### src/rtl/pipe_pkg.sv
// Shared types and constants for the pipe_skid two-entry skid buffer.
package pipe_pkg;

  localparam int DEFAULT_WIDTH = 32;
  localparam int STALL_CNT_W   = 16;

  typedef enum logic [1:0] {
    EMPTY = 2'd0,
    BUSY  = 2'd1,
    FULL  = 2'd2
  } state_t;

endpackage

### src/rtl/pipe_reg.sv
// WIDTH-bit data register with load enable and asynchronous active-low clear.
module pipe_reg
  import pipe_pkg::*;
#(
  parameter int WIDTH = DEFAULT_WIDTH
) (
  input  logic             clk,
  input  logic             rst_n,
  input  logic             load,
  input  logic [WIDTH-1:0] d,
  output logic [WIDTH-1:0] q
);

  always_ff @(posedge clk or negedge rst_n) begin
    if (!rst_n) begin
      q <= '0;
    end else if (load) begin
      q <= d;
    end
  end

endmodule

### src/rtl/pipe_skid.sv
// Two-entry skid buffer (main + skid register) with fully registered handshakes.
// Optional stall counter output is enabled by defining PIPE_SKID_STATS_EN.
module pipe_skid
  import pipe_pkg::*;
#(
  parameter int WIDTH = DEFAULT_WIDTH
) (
  input  logic                   clk,
  input  logic                   rst_n,
  input  logic [WIDTH-1:0]       in_data,
  input  logic                   in_valid,
  output logic                   in_ready,
  output logic [WIDTH-1:0]       out_data,
  output logic                   out_valid,
  input  logic                   out_ready
`ifdef PIPE_SKID_STATS_EN
  ,
  output logic [STALL_CNT_W-1:0] stall_cnt
`endif
);

  state_t           state;
  state_t           next_state;
  logic             accept;
  logic             main_load;
  logic             skid_load;
  logic             main_from_skid;
  logic [WIDTH-1:0] main_d;
  logic [WIDTH-1:0] skid_q;

  // in_ready is a flop, so gating with it keeps the cycle just after reset idle.
  assign accept = in_valid && in_ready;

  always_ff @(posedge clk or negedge rst_n) begin
    if (!rst_n) begin
      state <= EMPTY;
    end else begin
      state <= next_state;
    end
  end

  always_comb begin
    next_state = state;
    case (state)
      EMPTY: begin
        if (accept) next_state = BUSY;
      end
      BUSY: begin
        if (accept && !out_ready) begin
          next_state = FULL;
        end else if (!accept && out_ready) begin
          next_state = EMPTY;
        end
      end
      FULL: begin
        if (out_ready) next_state = BUSY;
      end
      default: next_state = EMPTY;
    endcase
  end

  always_comb begin
    main_load      = 1'b0;
    skid_load      = 1'b0;
    main_from_skid = 1'b0;
    case (state)
      EMPTY: main_load = accept;
      BUSY: begin
        if (accept) begin
          main_load = out_ready;
          skid_load = !out_ready;
        end
      end
      FULL: begin
        main_load      = out_ready;
        main_from_skid = out_ready;
      end
      default: ;
    endcase
  end

  // Handshake outputs come from the next state so that no path runs from out_ready to in_ready.
  always_ff @(posedge clk or negedge rst_n) begin
    if (!rst_n) begin
      in_ready  <= 1'b0;
      out_valid <= 1'b0;
    end else begin
      in_ready  <= (next_state != FULL);
      out_valid <= (next_state != EMPTY);
    end
  end

  assign main_d = main_from_skid ? skid_q : in_data;

  pipe_reg #(.WIDTH(WIDTH)) u_main (
    .clk   (clk),
    .rst_n (rst_n),
    .load  (main_load),
    .d     (main_d),
    .q     (out_data)
  );

  pipe_reg #(.WIDTH(WIDTH)) u_skid (
    .clk   (clk),
    .rst_n (rst_n),
    .load  (skid_load),
    .d     (in_data),
    .q     (skid_q)
  );

`ifdef PIPE_SKID_STATS_EN
  always_ff @(posedge clk or negedge rst_n) begin
    if (!rst_n) begin
      stall_cnt <= '0;
    end else if (out_valid && !out_ready && (stall_cnt != '1)) begin
      stall_cnt <= stall_cnt + 1'b1;
    end
  end
`endif

endmodule

### config.mk
export PLATFORM = sky130hd
export DESIGN_NAME = pipe_skid
export DESIGN_NICKNAME = d
export VERILOG_FILES = /design/src/rtl/pipe_pkg.sv /design/src/rtl/pipe_reg.sv /design/src/rtl/pipe_skid.sv
export SDC_FILE = /design/constraint.sdc
export NUM_CORES = 1
export LEC_CHECK = 0
export ABC_CLOCK_PERIOD_IN_PS = 2000
export CORE_MARGIN = 1.5
export CORE_UTILIZATION = 25
export CTS_CLUSTER_DIAMETER = 80
export DETAILED_ROUTE_END_ITERATION = 12
export PLACE_DENSITY_LB_ADDON = 0.1
export RECOVER_POWER = 25
export SKIP_LAST_GASP = 1
export SLEW_MARGIN = 20
export SYNTH_ARGS = -nofsm -noshare
export SYNTH_HDL_FRONTEND = slang
export SYNTH_SLANG_ARGS = --single-unit
export TNS_END_PERCENT = 10
### constraint.sdc
create_clock -name clk -period 2 [get_ports clk]
set_input_delay 0.3 -clock clk [delete_from_list [all_inputs] [get_ports clk]]
set_output_delay 0.3 -clock clk [all_outputs]
set_load 0.01 [all_outputs]
== After elaboration in Yosys (flattened, before gate mapping) ==
Index checks and enable logic that the tools add are counted.
Storage, ports and cells
  flip-flop bits (word level): 68
  latch bits: 0
  memory bits (writable): 0
  bits in read-only memories: 0
  output and inout bits: 34
  logic and storage cells: 26
  memories: 0
Operators by class
  $add $sub $neg: 0
  multipliers: 0
  div/mod/pow operators: 0
  $lt $le $gt $ge: 0
  eq/ne operators: 3
  shifts and indexed selects: 0
  muxes and demuxes: 11
  bitwise gates (word level): 0
  reductions and logical operators: 7
Operator list (count)
  $mux 32: 1
  $mux 2: 4
  $pmux 2 s3: 1
  $mux 1: 4
  $logic_and 1x1->1: 3
  $pmux 1 s3: 1
  $eq 2x1->1 const B: 1
  $eq 2x2->1 const B: 1
  $logic_not 1->1: 2
  $logic_not 2->1: 1
  $ne 2x2->1 const B: 1
  $reduce_bool 2->1: 1

== Longest topological paths before layout ==
Gate-level depths: netlist of run 1.
  word-level depth: 7
  mapped depth: 4

== Modules after synthesis ==
Synthesis of run 1 repeated with hierarchy kept, for this count alone.
Unflattened totals
  cells, all modules: 189
  area, all modules: 3388.2 µm²
By module, submodules not included
  pipe_reg: times used 2, cells each 68, area each 1345.0 µm², sequential area each 800.8 µm²
  pipe_skid: times used 1, cells each 53, area each 698.2 µm², sequential area each 100.1 µm²

== Worst setup path after synthesis of run 1 ==
No wires, ideal clock.
  path kind: flip-flop to flip-flop
  start point: reg in_ready
  end point: reg u_skid.q[10]
  setup time: 125 ps
  data arrival time: 1442 ps
  data required time: 1875 ps
  slack: 433 ps
  cell stages (with the launch flop): 5
  path buffers: 1
  cell sequence: dfrtp_1 nand2_1 nor3_2 buf_4 mux2_2
Between the ends
  word-level cells in the longest chain between the ends: 3
Ends and longest elaborated chain
  from (decl): line pipe_skid.sv:12  | output logic in_ready,
  from (signal assigned): line pipe_skid.sv:88  | in_ready <= (next_state != FULL);
  $logic_and 1x1->1: line pipe_skid.sv:32  | assign accept = in_valid && in_ready;
  $mux 1: line pipe_skid.sv:69  | if (accept) begin
  $mux 1: line pipe_skid.sv:66  | case (state)
  to (signal assigned): line pipe_reg.sv:16  | q <= '0;
  to (signal assigned): line pipe_reg.sv:18  | q <= d;
  to (decl): line pipe_reg.sv:11  | output logic [WIDTH-1:0] q
Every way passes these cells.
A chain may end at the register's enable or synchronous reset.

== Worst setup path in the final report of run 1 ==
  start point: reg state[1]
  end point: reg u_main.q[18]
Between the ends
  word-level cells in the longest chain between the ends: 3
Ends and longest elaborated chain
  from (decl): line pipe_skid.sv:22  | state_t state;
  from (signal assigned): line pipe_skid.sv:38  | state <= next_state;
  $eq 2x2->1: line pipe_skid.sv:66
  $mux 1: line pipe_skid.sv:66
  $mux 32: line pipe_skid.sv:93  | assign main_d = main_from_skid ? skid_q : in_data;
  to (signal assigned): line pipe_reg.sv:16
  to (signal assigned): line pipe_reg.sv:18
  to (decl): line pipe_reg.sv:11
Several ways; a longest one is shown, not always the timed one.

==> summary.txt, run 1 <==
Setup Fix Bufs, Post-CTS -> 0
Clock Tree Buf Depth -> 2
Die Wd -> 111.9 µm
Vias in the first global route -> 2032
Die area -> 12520 µm²
Max VDD drop -> 0.6347 mV
Largest net degree at the start of global routing -> 69
Synthesis Warnings -> 0
Resize count post-CTS -> 0
HP Class -> in2async
Minimum clock period -> 1.681 ns
Overall power -> 6.026 mW
Initial antenna violation count -> 0
Synth area leaders -> dfrtp_1, mux2_2, mux2_1
Sw Ratio -> 27.29%
Num CTS Buffers -> 9
Max Cap Violations -> 1
Number of placed I/O pins -> 70
IO Port Bufs -> 69
Cell Area, Placed -> 3908 µm²
Leak pwr -> 1.698 nW
Syn_area_per_cell -> 15.85 µm²
Net count after synthesis -> 223
Number of library cell types mapped by synthesis -> 16
Final Cell Area -> 4156 µm²
Rows -> 39
P_sw -> 1.644 mW
Failing checks -> capacitance limit, slew limit
Pre-antenna DRT Iters -> 4
H-tree levels -> 3
Sequential share of power -> 40.0%
Post-synthesis instance total -> 187
Crit Path Max Fanout -> 15
Comb power frac -> 36.6%
RSZ-0062 raised after global routing -> false
DRT Wirelength -> 6.185 mm
Vias -> 1778
Clk network pwr share -> 23.4%
Core Region -> 11470 µm²
Final Wtd Congestion -> 0.6854
Clk_lat worst skew -> 0.33 ns
CTS root buf -> clkbuf_16
DRC viols -> 0
N_diodes -> 0
Seq/Total Area, Yosys -> 57.41%
First-pass GRT wire length -> 10.42 mm
Crit path cell chain -> nand3b_4, buf_12, mux2_1, mux2_2
Antenna Violating Nets Remaining -> 0
Power density cells -> 1450 nW/µm²
GR Util All Layers -> 11.04%
TritonCTS clock tree -> done
WS Path Type -> reg2reg
Non-Filler Instances -> 415
Post-DR vias/cell -> 4.284
Worst slew pin tran -> 1.560 ns
Outcome -> complete, but fails checks
WP buf/inv -> 1
Final Skew -> 0.003786 ns
Largest stage delay, worst path -> 0.54 ns
Ratio of cells with drive above 1 in the final layout -> 34.19%
Final HPWL DP -> 4.081 mm
Setup_tns -> 0 ns
Worst r2r path cells -> 4
Placed cell count -> 399
Yosys reg bits -> 68
Final setup fails -> 0
Worst path depth -> 4
CP Launch Type -> flip-flop
Crit-path slowest cell -> dfrtp_1
# clock sinks -> 68
Tcrit/Tclk final -> 84.03%
Fmax -> 595.0 MHz
Initial DRC count -> 38
Synth-to-Final Area Change -> 40.23%
Fin util -> 36.25%
Hold Buf Count CTS -> 0
Wirelength per Cell -> 14.90 µm
Yosys top cell area share -> 57.41%
CP top delay family -> multiplexers
Yosys top cell by area -> dfrtp_1
Clock-pin slew on the worst setup and hold paths -> 0.05 ns
Mapped Area -> 2964 µm²
Pint -> 4.382 mW
Critical path arrival -> 1.89 ns
Chip height -> 111.9 µm
Global route overflow -> 0
Final net count -> 303
CP Capture Type -> flip-flop
Slew margin rel. -> -3.984%
Req. time, crit path -> 2.21 ns
Pins over their slew limit -> 69
Initial Utilization -> 25.85%
Final hold violations -> 0
-- power groups by stage --
stage	registers, mW	clock network, mW	logic [mW]
2_1_floorplan	2.53	0	1.03
3_3_place_gp	2.43	0	2.23
3_5_place_dp	2.45	0	2.25
4_1_cts	2.43	1.49	2.26
5_1_grt	2.52	1.55	2.38
6_report	2.41	1.41	2.21
-- kinds of logic (layout without fill, tap and decap cells) --
family	count (synthesis)	after routing	synth area share (%)
buffers and inverters	9	94	2.659
xor gates and xnor gates	1	1	0.2955
AOI/OAI and AO/OA	4	4	0.9284
DFF	68	68	57.41
and+or+nand+nor	9	9	2.237
muxes	96	96	36.47
-- final cells by class --
type                       count  area (µm²)
sequential                    68        1702
clock buffer                  14       254.0
fill                        1113        7311
timing repair buffer          78       813.3
multi-input combinational    110        1199
clock inverter                 2       10.01
tap                          143       178.9
-- layout by cell type (no fill, tap or decap) --
| cell | count |
|---|---|
| clkinv_2 | 2 |
| mux2_1 | 29 |
| a21oi_1 | 1 |
| buf_12 | 5 |
| o21ai_0 | 2 |
| clkbuf_16 | 9 |
| xnor2_1 | 1 |
| nand2b_1 | 2 |
| clkbuf_1 | 4 |
| nor2_1 | 2 |
| mux2_2 | 67 |
| buf_4 | 3 |
| nor3_4 | 1 |
| o31ai_4 | 1 |
| nand2_1 | 1 |
| clkbuf_8 | 1 |
| dfrtp_1 | 68 |
| nand3b_4 | 1 |
| clkdlybuf4s50_1 | 68 |
| buf_2 | 2 |
| or2_2 | 1 |
| nor2b_1 | 1 |
-- registers in the layout (all words and copies together), names as in the netlist --
name and cells:
in_ready 1, out_valid 1, state 2, u_main.q 32, u_skid.q 32
-- worst paths after layout --
path                              start            to  slack, ns
setup / recovery               state[1]  u_main.q[18]       0.32
hold / removal                    rst_n  u_skid.q[30]       0.45
setup reg to reg               state[1]  u_main.q[18]       0.32
hold reg to reg            u_skid.q[22]  u_skid.q[22]       0.50
max in group asynchronous         rst_n   u_skid.q[5]       0.61
min in group clk           u_skid.q[22]  u_skid.q[22]       0.50
-- worst register-to-register path, delay by kind of cell (launching register included) --
kind	cells	cell delay, ns
AND/OR/NAND/NOR	1	0.23
multiplexers	2	0.58
flip-flops	1	0.54
buffers and inverters	1	0.22
-- stage by stage --
stage | setup WS, ns | hold WS [ns]
finish | 0.3193 | 0.4534
global route | 0.2348 | 0.5107
CTS | 0.3010 | 0.003847
detailed placement | -0.000006217 | 0.3632
global placement | 0.001603 | 0.3640
floorplan | 0.4331 | 0.004409
-- Yosys cell counts --
| cell type | n |
|---|---|
| dfrtp_1 | 68 |
| nor2b_1 | 1 |
| mux2_1 | 29 |
| nor2_1 | 2 |
| buf_4 | 6 |
| nand2_1 | 1 |
| nor3_2 | 1 |
| a21oi_1 | 1 |
| nand2b_1 | 2 |
| buf_6 | 3 |
| nand3b_4 | 1 |
| o21ai_0 | 2 |
| or2_2 | 1 |
| xnor2_1 | 1 |
| mux2_2 | 67 |
| o31ai_2 | 1 |
-- routing by layer --
layer | share of wire, % | track usage [%] | up-vias
li1 | - | - | 831
met1 | 45 | 13.26 | 890
met2 | 46 | 17.03 | 49
met3 | 7.7 | 6.042 | 8
met4 | 1.4 | 3.291 | 0
met5 | 0 | 0 | -
(Power assumes the default switching activity.)
==> run 2: changes to the inputs <==
- ABC_CLOCK_PERIOD_IN_PS: 2000 -> 1600
- clock period: 2 -> 1.6 ns (I/O delays scaled with it)
==> summary.txt, run 2 (same netlist as run 1, synthesis figures left out) <==
GR Util All Layers -> 10.72% (-0.32 points)
Fmax -> 626.5 MHz (+5.3%)
Final WS setup -> 0.003827 ns (-0.3155 ns)
Clock Tree Buf Depth -> 2 (unchanged)
Multi-input logic area -> 1231 µm² (+2.7%)
Req. time, crit path -> 1.81 ns (-0.40 ns)
CP Launch Point -> state[0]
Worst r2r path cells -> 5 (+1)
Tcrit/Tclk final -> 99.76% (+16 points)
N_diodes -> 0 (unchanged)
Worst slew pin tran -> 0.9751 ns (-0.5846 ns)
Final hold violations -> 0 (unchanged)
Max VDD drop -> 0.6115 mV (-3.7%)
Final net count -> 313 (+3.3%)
CP Capture Type -> flip-flop
CP Launch Type -> flip-flop
Slew margin rel. -> 34.99% (+39 points)
CTS root buf -> clkbuf_16
Vias in the first global route -> 1981 (-2.5%)
Pins over their slew limit -> 0 (-100%)
R2R Path End -> u_main.q[3]
TritonCTS clock tree -> done
WS Path Type -> reg2reg
Number of placed I/O pins -> 70 (unchanged)
DRC viols -> 0 (unchanged)
Initial antenna violation count -> 0 (unchanged)
Minimum clock period -> 1.596 ns (-0.08449 ns)
Rows -> 39 (unchanged)
DRT Wirelength -> 6.594 mm (+6.6%)
Wirelength per Cell -> 15.55 µm (+4.3%)
Post-DR vias/cell -> 4.358 (+1.7%)
Final setup fails -> 0 (unchanged)
Crit path to -> u_main.q[3]
Outcome -> completed
Pre-antenna DRT Iters -> 3 (-1)
First-pass GRT wire length -> 10.47 mm (+0.53%)
Commonest cells after routing, fill and taps aside -> dfrtp_1, clkdlybuf4s50_1, mux2_2, mux2_1, clkbuf_16
Power density cells -> 1835 nW/µm² (+27%)
Fin util -> 37.87% (+1.6 points)
Initial Utilization -> 25.85% (unchanged)
Global route overflow -> 0 (unchanged)
Initial DRC count -> 53 (+39%)
Biggest regs -> u_main.q (32), u_skid.q (32), state (2)
Final Wtd Congestion -> 0.6838 (-0.23%)
HP Class -> in2reg
Critical path arrival -> 1.80 ns (-0.09 ns)
Clk_lat worst skew -> 0.32 ns (about the same)
Met3 routed WL -> 336 µm (-29%)
Num CTS Buffers -> 9 (unchanged)
H-tree levels -> 3 (unchanged)
Die Wd -> 111.9 µm (unchanged)
Max Cap Violations -> 0 (-1)
Max layer used -> met4
Largest net degree at the start of global routing -> 69 (unchanged)
Ratio of cells with drive above 1 in the final layout -> 38.08% (+3.9 points)
Final HPWL DP -> 4.134 mm (+1.3%)
# clock sinks -> 68 (unchanged)
Crit Path Max Fanout -> 10 (-5)
Met2 wire length -> 2.904 mm (+2.6%)
Chip height -> 111.9 µm (unchanged)
Leak pwr -> 1.809 nW (+6.6%)
RSZ-0062 raised after global routing -> true
IO Port Bufs -> 69 (unchanged)
Setup WS pre-CTS -> -0.3480 ns (-0.3480 ns)
R2r startpoint -> state[0]
Seq. cell area -> 1703 µm² (about the same)
FF-to-FF setup slack -> 0.004 ns (-0.32 ns)
Core Region -> 11470 µm² (unchanged)
Clock-pin slew on the worst setup and hold paths -> 0.05 ns (about the same)
Fillers -> 1096 (-1.5%)
Die area -> 12520 µm² (unchanged)
Vias -> 1848 (+3.9%)
Final Skew -> 0.004757 ns (+0.0009703 ns)
Wl on met1 -> 3.231 mm (+16%)
Synth-to-Final Area Change -> 46.52%
Antenna Violating Nets Remaining -> 0 (unchanged)
run 2: cell count changes in the layout (fill, tap and decap cells not counted), moves of 2 or more:
cell       change
clkbuf_16      +2
mux2_2         -6
clkbuf_1       -3
clkbuf_8       +3
buf_4          +3
buf_6          +4
mux2_4         +6
run 2: worst max-delay path, stage by stage, from the launching register on:
cell and delay (ns):
dfrtp_1 0.41, nor2b_4 0.15, o31ai_4 0.28, buf_6 0.14
clkbuf_16 0.16, mux2_2 0.34
run 2: area by class of cell:
| cell class | instances | share of cell area [%] |
|---|---|---|
| flip-flops and latches | 68 | 39.21 |
| well taps | 143 | 4.120 |
| clock buffers | 14 | 6.540 |
| repair buffers | 88 | 21.67 |
| multi-input cells | 110 | 28.35 |
| clock inverters | 1 | 0.1152 |
run 2: how the worst min path moves through the flow:
stage	startpoint	endpoint	slack (ns)	depth (start not counted)
after floorplan	rst_n	in_ready	-0.06	0
after global placement	rst_n	u_skid.q[28]	0.30	2
after detailed placement	rst_n	u_skid.q[28]	0.30	2
after CTS	rst_n	u_skid.q[28]	0.48	3
after global routing	out_ready	in_ready	0.43	3
final	out_ready	in_ready	0.38	3
run 2: what timing repair did:
| action | CTS | global route |
|---|---|---|
| setup endpoints to repair | 31 | 64 |
| buffers inserted | 0 | 2 |
| resized for setup | 2 | 15 |
| endpoints found under the hold margin | 68 | 0 |
| pin swaps | 0 | 1 |
| hold buffers | 1 | 0 |
| gates cloned | 0 | 2 |
run 2: per-layer routing:
layer  up-vias  global-route usage, %
li1        857                      -
met3        12                  2.885
met5         -                      0
met1       932                  14.59
met4         0                  4.810
met2        47                  15.98
run 2: stage by stage:
step | instance area [µm²] | hold WS [ns] | power [mW] | std cells | setup TNS, ns
2_1_floorplan | 2964 | -0.05559 | 4.450 | 187 | 0
3_3_place_gp | 3933 | 0.3036 | 5.855 | 404 | -20.27
3_5_place_dp | 3933 | 0.3006 | 5.902 | 404 | -20.90
4_1_cts | 4237 | 0.4812 | 7.850 | 420 | -0.02080
5_1_grt | 4343 | 0.4322 | 8.483 | 424 | -1.802
6_report | 4343 | 0.3783 | 7.969 | 424 | 0
run 2: power breakdown:
group / switching [mW] / internal, mW / total (mW)
Sequential: 0.429 / 2.59 / 3.02
Clock: 0.683 / 1.21 / 1.89
Combinational: 1.03 / 2.03 / 3.06
==> run 3: changes to the inputs <==
- CORE_MARGIN: 1.5 -> 2
- CTS_BUF_LIST: not set -> sky130_fd_sc_hd__clkbuf_16
==> summary.txt, run 3 (same netlist as run 1, synthesis figures left out) <==
Initial Utilization -> 25.74% (-0.11 points)
Initial DRC count -> 39 (-26%)
H-tree levels -> 3 (unchanged)
Pre-antenna DRT Iters -> 8 (+5)
CP Launch Point -> state[1]
N_diodes -> 0 (unchanged)
CP Launch Type -> flip-flop
Clock-pin slew on the worst setup and hold paths -> 0.06 ns (about the same)
Initial antenna violation count -> 0 (unchanged)
DRC viols -> 5 (+5)
Placed cell count -> 404 (unchanged)
Minimum clock period -> 1.582 ns (-0.01385 ns)
Wirelength per Cell -> 15.82 µm (+1.7%)
Leak pwr -> 1.841 nW (+1.8%)
Biggest regs -> u_main.q (32), u_skid.q (32), state (2)
Max Cap Violations -> 0 (unchanged)
Req. time, crit path -> 1.80 ns (about the same)
Rows -> 39 (unchanged)
Num CTS Buffers -> 9 (unchanged)
Chip height -> 112.9 µm (+0.89%)
Die area -> 12740 µm² (+1.8%)
Global route overflow -> 0 (unchanged)
Worst slew pin tran -> 0.9554 ns (-0.01973 ns)
Final setup fails -> 0 (unchanged)
IO Port Bufs -> 69 (unchanged)
Antenna Violating Nets Remaining -> 0 (unchanged)
Vias in the first global route -> 1927 (-2.7%)
Pins over their slew limit -> 0 (unchanged)
First-pass GRT wire length -> 10.66 mm (+1.8%)
Overall power -> 8.342 mW (+4.7%)
Most common cell after layout, fill and taps aside -> dfrtp_1
Critical path arrival -> 1.79 ns (about the same)
Fmax -> 632.0 MHz (+0.88%)
Largest net degree at the start of global routing -> 69 (unchanged)
Setup WS pre-CTS -> -0.3814 ns (-0.03338 ns)
Clk_lat worst skew -> 0.33 ns (about the same)
DRT Wirelength -> 6.772 mm (+2.7%)
Slew margin rel. -> 36.31% (+1.3 points)
R2R Path End -> u_main.q[20]
Vias -> 1866 (+0.97%)
GR Util All Layers -> 11.07% (+0.35 points)
Final net count -> 316 (+0.96%)
Clock Tree Buf Depth -> 2 (unchanged)
Non-Filler Instances -> 428 (+0.94%)
Setup_tns -> 0 ns (unchanged)
Ratio of cells with drive above 1 in the final layout -> 38.95% (+0.87 points)
Final HPWL DP -> 4.249 mm (+2.8%)
FF-to-FF setup slack -> 0.02 ns (about the same)
Final Skew -> 0.006533 ns (+0.001776 ns)
Failing checks -> DRC
Number of placed I/O pins -> 70 (unchanged)
Crit path to -> u_main.q[20]
Synth-to-Final Area Change -> 48.71%
CTS root buf -> clkbuf_16
Tcrit/Tclk final -> 98.90% (-0.87 points)
Crit Path Max Fanout -> 4 (-6)
R2r startpoint -> state[1]
Max VDD drop -> 0.6702 mV (+9.6%)
CP Capture Type -> flip-flop
Hold Slack -> 0.3383 ns (-0.04006 ns)
Commonest cells after routing, fill and taps aside -> dfrtp_1, mux2_2, clkdlybuf4s50_1, mux2_1
Worst r2r path cells -> 4 (-1)
TritonCTS clock tree -> done
Power density cells -> 1892 nW/µm² (+3.1%)
Core Region -> 11520 µm² (+0.43%)
Final Wtd Congestion -> 0.6855 (+0.25%)
Post-DR vias/cell -> 4.360 (about the same)
Final hold violations -> 0 (unchanged)
Die Wd -> 112.9 µm (+0.89%)
HP Class -> in2reg
Outcome -> complete, but fails checks
Final WS setup -> 0.01767 ns (+0.01385 ns)
WS Path Type -> reg2reg
# clock sinks -> 68 (unchanged)
RSZ-0062 raised after global routing -> true
run 3: cell count changes in the layout (fill, tap and decap cells not counted), moves of 2 or more:
cell             previous run  this run
buf_4                       6        10
bufinv_16                   0         3
clkbuf_8                    4         0
clkdlybuf4s50_1            67        65
clkinv_4                    0         2
mux2_2                     61        65
mux2_4                      6         2
run 3: worst max-delay path: stages, from the launching register on:
cell and delay [ns]:
dfrtp_2 0.47, o31ai_4 0.35, buf_6 0.18, clkbuf_16 0.14, mux2_2 0.32
run 3: worst min path at each step:
stage / from / endpoint / depth (start not counted)
after floorplan: rst_n / in_ready / 0
after global placement: rst_n / u_skid.q[0] / 2
after detailed placement: rst_n / u_skid.q[31] / 2
after CTS: rst_n / u_skid.q[7] / 3
after global routing: in_valid / out_valid / 3
final: in_valid / out_valid / 3
run 3: report_power, final:
part           total, mW  switching (mW)  internal (mW)
Sequential          3.03           0.437           2.59
Clock               2.27           0.746           1.52
Combinational       3.05            1.04           2.01
run 3: final cells by class:
type	count	area, µm²
Multi-Input combinational cell	110	1216
Clock buffer	9	225.2
Clock inverter	7	116.4
Tap cell	143	178.9
Sequential cell	68	1703
Timing Repair Buffer	91	968.4
Fill cell	1099	7108
run 3: what timing repair did:
action,4_1_cts,5_1_grt
setup endpoints to repair,32,32
gates resized for setup,7,6
hold endpoints to repair,68,0
gates cloned,1,1
buffers inserted,4,1
hold buffers,1,0
pin swaps,1,2
run 3: through the flow:
stage	utilization (%)	cell area, µm²
2_1_floorplan	-	2964
6_report	38.28	4408
5_1_grt	38.28	4408
3_3_place_gp	34.26	3945
3_5_place_dp	34.26	3945
4_1_cts	37.93	4368
run 3: layer usage:
layer	up-vias	part of all wire, %	GRT usage [%]
met1	951	48	14.97
met2	50	45	16.43
met5	-	0	0
li1	863	-	-
met3	2	6.3	4.017
met4	0	0.46	3.902
